==> config.mk <==
export PLATFORM = sky130hd
export DESIGN_NAME = lcd_win_ctrl
export DESIGN_NICKNAME = d
export VERILOG_FILES = /design/src/rtl/lcd_win_pkg.sv /design/src/rtl/lcd_win_alu.sv /design/src/rtl/lcd_win_ctrl.sv
export SDC_FILE = /design/constraint.sdc
export NUM_CORES = 2
export LEC_CHECK = 0
export CORE_MARGIN = 2
export CORE_UTILIZATION = 40
export DETAILED_ROUTE_END_ITERATION = 7
export PLACE_DENSITY_LB_ADDON = 0.2
export SKIP_CTS_REPAIR_TIMING = 1
export SLEW_MARGIN = 20
export SYNTH_ARGS = -nofsm -noshare
export SYNTH_HDL_FRONTEND = slang
export SYNTH_HIERARCHICAL = 1
export SYNTH_SLANG_ARGS = --single-unit
==> constraint.sdc <==
create_clock -name clk -period 12.4 [get_ports clk]
set_input_delay 1.24 -clock clk [delete_from_list [all_inputs] [get_ports clk]]
set_output_delay 1.24 -clock clk [all_outputs]
set_load 0.05 [all_outputs]
==> src/rtl/lcd_win_pkg.sv <==
// Shared definitions for the LCD window controller: command codes, FSM state
// encoding and the window arithmetic helpers used by lcd_win_alu.
package lcd_win_pkg;

  // Widest pixel the helper functions handle; callers zero-extend to this width.
  localparam int unsigned MAX_DW = 16;

  localparam logic [3:0] CmdWrite  = 4'd0;
  localparam logic [3:0] CmdUp     = 4'd1;
  localparam logic [3:0] CmdDown   = 4'd2;
  localparam logic [3:0] CmdLeft   = 4'd3;
  localparam logic [3:0] CmdRight  = 4'd4;
  localparam logic [3:0] CmdMax    = 4'd5;
  localparam logic [3:0] CmdMin    = 4'd6;
  localparam logic [3:0] CmdAvg    = 4'd7;
  localparam logic [3:0] CmdRotCcw = 4'd8;
  localparam logic [3:0] CmdRotCw  = 4'd9;
  localparam logic [3:0] CmdMirX   = 4'd10;
  localparam logic [3:0] CmdMirY   = 4'd11;
  localparam logic [3:0] CmdOrigin = 4'd12;
  localparam logic [3:0] CmdMedian = 4'd13;

  typedef enum logic [2:0] {
    StLoad,
    StCmd,
    StExec,
    StWrite,
    StDone
  } state_e;

  function automatic logic [MAX_DW-1:0] max4(input logic [MAX_DW-1:0] a, input logic [MAX_DW-1:0] b,
                                              input logic [MAX_DW-1:0] c, input logic [MAX_DW-1:0] d);
    logic [MAX_DW-1:0] ab, cd;
    ab = (a > b) ? a : b;
    cd = (c > d) ? c : d;
    return (ab > cd) ? ab : cd;
  endfunction

  function automatic logic [MAX_DW-1:0] min4(input logic [MAX_DW-1:0] a, input logic [MAX_DW-1:0] b,
                                              input logic [MAX_DW-1:0] c, input logic [MAX_DW-1:0] d);
    logic [MAX_DW-1:0] ab, cd;
    ab = (a < b) ? a : b;
    cd = (c < d) ? c : d;
    return (ab < cd) ? ab : cd;
  endfunction

  // Two guard bits keep the four-way sum from overflowing.
  function automatic logic [MAX_DW-1:0] avg4(input logic [MAX_DW-1:0] a, input logic [MAX_DW-1:0] b,
                                              input logic [MAX_DW-1:0] c, input logic [MAX_DW-1:0] d);
    logic [MAX_DW+1:0] s;
    s = (MAX_DW+2)'(a) + (MAX_DW+2)'(b) + (MAX_DW+2)'(c) + (MAX_DW+2)'(d);
    return s[MAX_DW+1:2];
  endfunction

endpackage

==> src/rtl/lcd_win_alu.sv <==
// Combinational 2x2 window arithmetic. Pixel order: p0 top-left, p1 top-right,
// p2 bottom-left, p3 bottom-right. Commands that do not touch the image pass
// the window through unchanged. DATA_W must not exceed MAX_DW.
// Optional feature: define LCD_WIN_CTRL_MEDIAN_EN to enable the cmd 13 median.
module lcd_win_alu
  import lcd_win_pkg::*;
#(
  parameter int unsigned DATA_W = 8
) (
  input  logic [3:0]        i_cmd,
  input  logic [DATA_W-1:0] i_p0,
  input  logic [DATA_W-1:0] i_p1,
  input  logic [DATA_W-1:0] i_p2,
  input  logic [DATA_W-1:0] i_p3,
  output logic [DATA_W-1:0] o_q0,
  output logic [DATA_W-1:0] o_q1,
  output logic [DATA_W-1:0] o_q2,
  output logic [DATA_W-1:0] o_q3
);

  logic [MAX_DW-1:0] w_a0, w_a1, w_a2, w_a3;
  logic [DATA_W-1:0] w_max, w_min, w_avg;

  assign w_a0 = MAX_DW'(i_p0);
  assign w_a1 = MAX_DW'(i_p1);
  assign w_a2 = MAX_DW'(i_p2);
  assign w_a3 = MAX_DW'(i_p3);

  assign w_max = DATA_W'(max4(w_a0, w_a1, w_a2, w_a3));
  assign w_min = DATA_W'(min4(w_a0, w_a1, w_a2, w_a3));
  assign w_avg = DATA_W'(avg4(w_a0, w_a1, w_a2, w_a3));

`ifdef LCD_WIN_CTRL_MEDIAN_EN
  // Sum of the two middle values = total minus the extremes.
  logic [MAX_DW+1:0] w_sum, w_mid2;
  logic [DATA_W-1:0] w_med;

  assign w_sum  = (MAX_DW+2)'(w_a0) + (MAX_DW+2)'(w_a1) + (MAX_DW+2)'(w_a2) + (MAX_DW+2)'(w_a3);
  assign w_mid2 = w_sum - (MAX_DW+2)'(max4(w_a0, w_a1, w_a2, w_a3))
                        - (MAX_DW+2)'(min4(w_a0, w_a1, w_a2, w_a3));
  assign w_med  = DATA_W'(w_mid2 >> 1);
`endif

  // Select the new window contents for the current command.
  always_comb begin
    o_q0 = i_p0;
    o_q1 = i_p1;
    o_q2 = i_p2;
    o_q3 = i_p3;
    case (i_cmd)
      CmdMax: begin
        o_q0 = w_max; o_q1 = w_max; o_q2 = w_max; o_q3 = w_max;
      end
      CmdMin: begin
        o_q0 = w_min; o_q1 = w_min; o_q2 = w_min; o_q3 = w_min;
      end
      CmdAvg: begin
        o_q0 = w_avg; o_q1 = w_avg; o_q2 = w_avg; o_q3 = w_avg;
      end
      CmdRotCcw: begin
        o_q0 = i_p1; o_q1 = i_p3; o_q2 = i_p0; o_q3 = i_p2;
      end
      CmdRotCw: begin
        o_q0 = i_p2; o_q1 = i_p0; o_q2 = i_p3; o_q3 = i_p1;
      end
      CmdMirX: begin
        o_q0 = i_p2; o_q1 = i_p3; o_q2 = i_p0; o_q3 = i_p1;
      end
      CmdMirY: begin
        o_q0 = i_p1; o_q1 = i_p0; o_q2 = i_p3; o_q3 = i_p2;
      end
`ifdef LCD_WIN_CTRL_MEDIAN_EN
      CmdMedian: begin
        o_q0 = w_med; o_q1 = w_med; o_q2 = w_med; o_q3 = w_med;
      end
`endif
      default: ;
    endcase
  end

endmodule

==> src/rtl/lcd_win_ctrl.sv <==
// LCD window controller: loads an IMG_W x IMG_W image from ROM, applies 2x2
// window commands around a movable operation point, then streams the image
// out to RAM. Optional feature macro: LCD_WIN_CTRL_MEDIAN_EN (cmd 13 median).
module lcd_win_ctrl
  import lcd_win_pkg::*;
#(
  parameter int unsigned IMG_W  = 8,
  parameter int unsigned DATA_W = 8,
  localparam int unsigned LW    = $clog2(IMG_W),
  localparam int unsigned AW    = 2 * LW,
  localparam int unsigned NPIX  = IMG_W * IMG_W
) (
  input  logic              clk,
  input  logic              reset,
  input  logic [3:0]        cmd,
  input  logic              cmd_valid,
  input  logic [DATA_W-1:0] IROM_Q,
  output logic              IROM_rd,
  output logic [AW-1:0]     IROM_A,
  output logic              IRAM_valid,
  output logic [DATA_W-1:0] IRAM_D,
  output logic [AW-1:0]     IRAM_A,
  output logic              busy,
  output logic              done
);

  localparam logic [LW-1:0] PtMid    = LW'(IMG_W / 2);
  localparam logic [LW-1:0] PtMax    = LW'(IMG_W - 1);
  localparam logic [LW-1:0] PtMin    = LW'(1);
  localparam logic [AW:0]   CntFull  = (AW+1)'(NPIX);
  localparam logic [AW:0]   CntLast  = (AW+1)'(NPIX - 1);

  state_e            r_state, w_state_nxt;
  logic [AW:0]       r_cnt, w_cnt_nxt;
  logic [LW-1:0]     r_x, r_y, w_x_nxt, w_y_nxt;
  logic [3:0]        r_cmd;
  logic [DATA_W-1:0] r_mem [NPIX];

  logic [LW-1:0]     w_xm1, w_ym1;
  logic [AW-1:0]     w_a_tl, w_a_tr, w_a_bl, w_a_br, w_cap_addr, w_cnt_addr;
  logic [DATA_W-1:0] w_q0, w_q1, w_q2, w_q3;

  // Row-major address is just {row, col} because IMG_W is a power of two.
  assign w_xm1      = r_x - PtMin;
  assign w_ym1      = r_y - PtMin;
  assign w_a_tl     = {w_ym1, w_xm1};
  assign w_a_tr     = {w_ym1, r_x};
  assign w_a_bl     = {r_y, w_xm1};
  assign w_a_br     = {r_y, r_x};
  assign w_cnt_addr = r_cnt[AW-1:0];
  // ROM data lags the address by one cycle, so capture lands one slot behind.
  assign w_cap_addr = AW'(r_cnt - (AW+1)'(1));

  lcd_win_alu #(
    .DATA_W(DATA_W)
  ) u_alu (
    .i_cmd(r_cmd),
    .i_p0 (r_mem[w_a_tl]),
    .i_p1 (r_mem[w_a_tr]),
    .i_p2 (r_mem[w_a_bl]),
    .i_p3 (r_mem[w_a_br]),
    .o_q0 (w_q0),
    .o_q1 (w_q1),
    .o_q2 (w_q2),
    .o_q3 (w_q3)
  );

  // State, counter, operation point and latched command.
  always_ff @(posedge clk) begin
    if (reset) begin
      r_state <= StLoad;
      r_cnt   <= '0;
      r_x     <= PtMid;
      r_y     <= PtMid;
      r_cmd   <= CmdWrite;
    end else begin
      r_state <= w_state_nxt;
      r_cnt   <= w_cnt_nxt;
      r_x     <= w_x_nxt;
      r_y     <= w_y_nxt;
      if (r_state == StCmd && cmd_valid) r_cmd <= cmd;
    end
  end

  // Pixel storage: filled during LOAD, window rewritten in EXEC; never cleared.
  always_ff @(posedge clk) begin
    if (!reset) begin
      if (r_state == StLoad && r_cnt != '0) r_mem[w_cap_addr] <= IROM_Q;
      if (r_state == StExec) begin
        r_mem[w_a_tl] <= w_q0;
        r_mem[w_a_tr] <= w_q1;
        r_mem[w_a_bl] <= w_q2;
        r_mem[w_a_br] <= w_q3;
      end
    end
  end

  // Next-state logic: sequencing, counter and point movement.
  always_comb begin
    w_state_nxt = r_state;
    w_cnt_nxt   = r_cnt;
    w_x_nxt     = r_x;
    w_y_nxt     = r_y;
    case (r_state)
      StLoad: begin
        if (r_cnt == CntFull) begin
          w_state_nxt = StCmd;
          w_cnt_nxt   = '0;
        end else begin
          w_cnt_nxt = r_cnt + (AW+1)'(1);
        end
      end
      StCmd: begin
        if (cmd_valid) begin
          w_cnt_nxt   = '0;
          w_state_nxt = (cmd == CmdWrite) ? StWrite : StExec;
        end
      end
      StExec: begin
        w_state_nxt = StCmd;
        case (r_cmd)
          CmdUp:     if (r_y > PtMin) w_y_nxt = r_y - PtMin;
          CmdDown:   if (r_y < PtMax) w_y_nxt = r_y + PtMin;
          CmdLeft:   if (r_x > PtMin) w_x_nxt = r_x - PtMin;
          CmdRight:  if (r_x < PtMax) w_x_nxt = r_x + PtMin;
          CmdOrigin: begin
            w_x_nxt = PtMid;
            w_y_nxt = PtMid;
          end
          default: ;
        endcase
      end
      StWrite: begin
        if (r_cnt == CntLast) begin
          w_state_nxt = StDone;
          w_cnt_nxt   = '0;
        end else begin
          w_cnt_nxt = r_cnt + (AW+1)'(1);
        end
      end
      StDone: ;
      default: w_state_nxt = StLoad;
    endcase
  end

  // Moore outputs decoded from state and counter.
  always_comb begin
    IROM_rd    = 1'b0;
    IROM_A     = '0;
    IRAM_valid = 1'b0;
    IRAM_A     = '0;
    IRAM_D     = '0;
    busy       = 1'b1;
    done       = 1'b0;
    case (r_state)
      StLoad: begin
        IROM_rd = 1'b1;
        IROM_A  = w_cnt_addr;
      end
      StCmd:  busy = 1'b0;
      StWrite: begin
        IRAM_valid = 1'b1;
        IRAM_A     = w_cnt_addr;
        IRAM_D     = r_mem[w_cnt_addr];
      end
      StDone: done = 1'b1;
      default: ;
    endcase
  end

endmodule

## After elaboration in Yosys (flattened, before gate mapping)

Memory sizes are Yosys's and may differ from the RTL's. A register that Yosys moved wholly into a read port is not among the register bits.
Cells that the tools add are included.

| storage, ports and cells | value |
|---|---|
| flip-flop bits (word level) | 20 |
| bits in latches | 0 |
| RAM bits | 512 |
| bits in read-only memories | 0 |
| input port bits | 15 |
| output and inout bits | 24 |
| word-level logic and storage cells | 111 |
| memories | 1 |

Memories:

| name | depth | width | rd ports | clocked after memory_dff | wr ports | RTL line | source |
|---|---|---|---|---|---|---|---|
| r_mem | 64 | 8 | 5 | 1 | 4 | lcd_win_ctrl.sv:37 | `logic [DATA_W-1:0] r_mem [NPIX];` |

| operators by class | value |
|---|---|
| add/subtract/negate cells | 9 |
| multiply operators | 0 |
| div/mod/pow operators | 0 |
| order comparisons | 10 |
| eq/ne operators | 25 |
| shift-type cells | 0 |
| muxes and demuxes | 43 |
| bitwise gates (word level) | 1 |
| reductions and logical operators | 17 |

Operators with widths:

| operator | number |
|---|---|
| $pmux W8 S5 | 4 |
| $mux W8 | 8 |
| $mux W6 | 5 |
| $mux W3 | 7 |
| $mux W7 | 3 |
| $pmux W7 S3 | 1 |
| $add A10 B8 Y10 | 2 |
| $eq A4 B4 Y1 const B | 5 |
| $pmux W3 S3 | 2 |
| $eq A4 B3 Y1 const B | 4 |
| $gt A16 B16 Y1 | 1 |
| $gt A8 B8 Y1 | 2 |
| $lt A16 B16 Y1 | 1 |
| $lt A8 B8 Y1 | 2 |
| $pmux W3 S5 | 1 |
| $mux W1 | 12 |
| $ne A2 B2 Y1 const B | 6 |
| $reduce_and A4 Y1 | 3 |
| $add A8 B8 Y9 | 1 |
| $reduce_bool A3 Y1 | 3 |
| $eq A4 B2 Y1 const B | 2 |
| $reduce_or A2 Y1 | 4 |
| $reduce_or A8 Y1 | 1 |
| $add A7 B1 Y7 const B | 1 |
| 18 further kinds | 24 |

## Depth between registers and ports, before layout

An unclocked memory read counts as a cell.

| logic depth | value |
|---|---|
| depth in word-level cells | 8 |
| depth in mapped cells | 40 |
| depth with buffers taken out | 30 |

## Hierarchy

The synthesis kept the hierarchy.

Modules (own cells, without submodules):

| module | times used | cells each | area each (um^2) | sequential area each (um^2) |
|---|---|---|---|---|
| lcd_win_ctrl | 1 | 5488 | 49652.6 | 15895.2 |
| lcd_win_alu | 1 | 430 | 3151.8 | 0.0 |

## Worst setup path after synthesis

No wires, ideal clock.

| timing | value |
|---|---|
| kind | flip-flop to flip-flop |
| start | reg r_x[0] |
| end | mem r_mem[39][7] (data pin) |
| setup time | 0.260 ns |
| data arrival time | 8.641 ns |
| required time | 12.140 ns |
| path slack | 3.499 ns |
| stages on the path, launching flop included | 37 |
| buffers on the path | 11 |
| clock period less this slack | 8.901 ns |
| path through | dfxtp_1 inv_1 buf_2 buf_2 buf_2 buf_1 ha_1 buf_4 nor2_1 clkbuf_1 clkbuf_1 a22oi_1 o21ai_0 nand4b_1 o32ai_1 o41ai_1 ha_1 a211o_1 and2_4 or2_1 buf_6 o32ai_4 mux2_2 ha_1 nand4_1 or2_1 o2111ai_1 and2_1 clkbuf_1 o221ai_1 or4_4 o32a_1 buf_1 clkbuf_1 mux2i_1 a21oi_1 mux2_2 |

RTL lines:

| item | RTL line | source |
|---|---|---|
| start, declared | lcd_win_ctrl.sv:35 | `logic [LW-1:0] r_x, r_y, w_x_nxt, w_y_nxt;` |
| start signal, assigned | lcd_win_ctrl.sv:73 | `r_x <= PtMid;` |
| start signal, assigned | lcd_win_ctrl.sv:79 | `r_x <= w_x_nxt;` |
| end, declared | lcd_win_ctrl.sv:37 |  |

==> implementation parameters <==
Parameter                              Value

Worst setup path
  Launch point of the worst reg-to-reg path    r_x[0]$_SDFFE_PP0P_
  Largest fanout on the critical path    45
  Delay of the slowest cell on the worst path    0.88 ns
  Crit path DAT    11.46 ns
  WP buf/inv    6
  Startpoint type of the worst setup path    flop
  CP Capture Type    flop
  Length in cells of the worst reg-to-reg path    30
  Dominant delay contributor by cell family on the critical path    compound AO/OA/AOI/OAI gates
  R2R setup slack    1.35 ns
  Library cell appearing most often on the critical path    a21oi_1
  Max stage delay cell, worst path    a2111oi_1
  Type of the worst setup path    reg2reg
  Required time of the worst setup path    12.81 ns
  Destination of the worst register-to-register timing path    r_mem[42][2]$_DFFE_PP_

Synthesis
  Post-synth top area cell    edfxtp_1
  Average instance area after synthesis    8.92 sq um
  Net count after synthesis    5,996
  Most numerous cell in the Yosys netlist    nand2_1
  Post-Synthesis Cells    5,918
  Fraction of synthesized cell area taken by the top area cell type    29.1%
  Number of register bits inferred by synthesis    538
  Distinct cell type count of the synthesized netlist    104
  Top cells by area, synth    edfxtp_1 29%, mux4_2 10%, mux2i_1 8.1%
  Top cells by count, synth    860 x nand2_1, 796 x nor2_1, 512 x edfxtp_1
  Post-synth design cell area    52,800 sq um
  Number of warnings reported in the yosys synthesis log    6
  Count of flip-flops with a built-in enable after synthesis    512
  Sequential fraction of the synthesis area    30.1%
  FFs w/ async S/R, synth    0%
  Ys flop type    edfxtp_1

Route
  Overall via count from detail_route    55,000
  Detail-routed net length per standard cell    43.3 um
  Average vias per placed instance    7.39
  Violation count after the first detailed-routing iteration    10,100
  Post-route antenna net violation count    0
  Wire length after detailed routing    322 mm
  Number of remaining DRC errors    0
  TritonRoute pass-1 iters    7

Global routing
  All-layer global routing usage    46.4%
  Largest net degree at the start of global routing    110
  First-pass GRT wire length    436 mm
  Number of antenna violations at the first check in global routing    24
  Overflow left after global routing    0
  Vias in the first global route    49,500

Power and ir drop
  Total power of the final layout    4.92 mW
  Leakage Power    18.7 nW
  Power per standard cell area    85.4 nW/um^2
  Peak supply drop    83.4 uV

STA
  Fmax achieved    0.0905 GHz
  Setup Skew    0.0495 ns
  Number of pins exceeding their max-slew limit in the final report    0
  Time the worst path needs with I/O delays and setup    11.05 ns
  Hold Worst Slack    0.569 ns
  Slew HR    11.9%
  RSZ-0062 raised after global routing    false
  Final-report setup violation count    0
  Final number of hold-violating endpoints    0
  Part of the cycle the worst path needs    89.1%
  Final-layout setup total negative slack    0 ns
  Tightest Pin Transition    1.32 ns

Placement
  HPWL after detailed placement    225 mm
  Count of input and output buffers    38
  Placed cell areas    55,200 sq um
  Global placement routability congestion    1.11

Cells and area
  End-of-flow core utilization    43.9%
  Post-route standard cell area excluding fillers    57,600 sq um
  Fraction of layout instances using a drive strength above 1    16.1%
  Signed area change from the synthesized netlist to the final layout    9.06%
  Final nets    5,694
  Count of filler cells inserted in the layout    12,600

Run status
  Run status    completed

Die
  Starting density of the core    40.2%
  Total core area    131,000 sq um
  Horiz. Die Dim    367 um
  IO Pins    39
  Y dimension of the die    367 um
  Placement row count    133
  Area enclosed by the die boundary    135,000 sq um

Job
  Max-cap check violation count    0

Clocking
  Clock tree from TritonCTS    yes
  Clock root buffer    clkbuf_16
  CTS Buffer Depth    3
  Clock-pin transition on the worst setup and hold timing paths    0.06 ns
  Inserted Clock Buffers    71
  # H-tree levels    3
  Clock latency of the later-clocked register in the worst-skew pair    0.73 ns
  Clock sink count    538

Min path
  Critical hold path startpoint    r_cnt[6]$_SDFFE_PP0P_
  Kind of path behind the tightest hold check    reg2reg
  Number of stages on the worst hold path    2
  Worst min-delay path endpoint    r_cnt[6]$_SDFFE_PP0P_
-- logic make-up (layout without fill, tap and decap cells) --
logic type               count (synthesis)  after routing  share of synthesized area, %
AO/OA/AOI/OAI                         1712           1712                          23.7
XOR/XNOR                                19             19                         0.379
adder cells (fa/ha/maj)                 63             63                          1.72
buffers and inverters                  696            449                          5.84
flip-flops                             538            538                          30.1
multiplexers                           779            779                          20.7
other                                    0             16                             0
AND/OR/NAND/NOR                       2111           2111                          17.6
-- worst max path at each step --
| stage | slack [ns] | from | to | cells after the start |
|---|---|---|---|---|
| 3_3_place_gp | 1.66 | r_x[0]$_SDFFE_PP0P_ | r_mem[42][6]$_DFFE_PP_ | 29 |
| 4_1_cts | 1.63 | r_x[0]$_SDFFE_PP0P_ | r_mem[40][2]$_DFFE_PP_ | 30 |
| 5_1_grt | 1.23 | r_x[0]$_SDFFE_PP0P_ | r_mem[40][2]$_DFFE_PP_ | 30 |
| 3_5_place_dp | 1.68 | r_x[0]$_SDFFE_PP0P_ | r_mem[40][2]$_DFFE_PP_ | 30 |
| 2_1_floorplan | 3.50 | r_x[0]$_SDFFE_PP0P_ | r_mem[39][7]$_DFFE_PP_ | 36 |
| 6_report | 1.35 | r_x[0]$_SDFFE_PP0P_ | r_mem[42][2]$_DFFE_PP_ | 30 |
-- flip-flops by register name, summed over array words and instances, names as in the netlist, named ones only --
name / flops
r_mem: 512
r_cnt: 7
r_cmd: 4
r_state: 3
r_x: 3
r_y: 3
-- routing by layer --
metal / global-route usage, % / wire length [um] / share of wire, % / vias up
met5: 0 / 207 / 0.064 / -
met4: 29.5 / 26000 / 8.1 / 30
met3: 16.8 / 46100 / 14 / 1170
met2: 65.1 / 129000 / 40 / 4705
met1: 60.1 / 121000 / 37 / 27200
li1: - / - / - / 22000
-- layout by cell type, fill, tap and decap left out, types with 57 or more instances in the layout --
cell,synthesis,routed
a211o_1,199,199
a21oi_1,163,153
a221oi_1,68,68
a31oi_1,298,298
buf_4,26,178
clkbuf_16,0,72
edfxtp_1,512,512
inv_1,58,57
mux2_2,114,114
mux2i_1,426,424
mux4_2,238,238
nand2_1,860,850
nand3_1,88,84
nor2_1,796,774
o211ai_1,300,300
o21a_1,200,200
o21ai_0,95,85
-- per-stage QoR --
step / setup slack, ns / std cells
finish: 1.35 / 7442
global route: 1.23 / 7427
CTS: 1.63 / 7425
detailed placement: 1.68 / 7297
global placement: 1.66 / 7295
floorplan: 3.50 / 5918
-- layout make-up --
class / count / area, sq um / share of cell area, %
Multi-Input combinational cell: 4684 / 34300 / 59.6
Sequential cell: 538 / 15900 / 27.6
Timing Repair Buffer: 260 / 2550 / 4.44
Tap cell: 1755 / 2200 / 3.81
Clock buffer: 92 / 1910 / 3.31
Clock inverter: 36 / 427 / 0.741
Inverter: 61 / 231 / 0.402
Antenna cell: 16 / 40.0 / 0.0695
-- worst min-delay path, stage by stage, from the launching register on --
cell and delay, ns:
dfxtp_1 0.37, xor2_1 0.09, nor2_1 0.08
-- power breakdown --
part	switching [mW]	internal, mW	total (mW)	leakage (nW)
clock network	0.973	1.21	2.18	1.13
registers	0.0339	2.01	2.04	4.82
logic	0.412	0.279	0.692	12.8
total	1.42	3.50	4.92	18.7
Power figures use the tool's default switching activity.
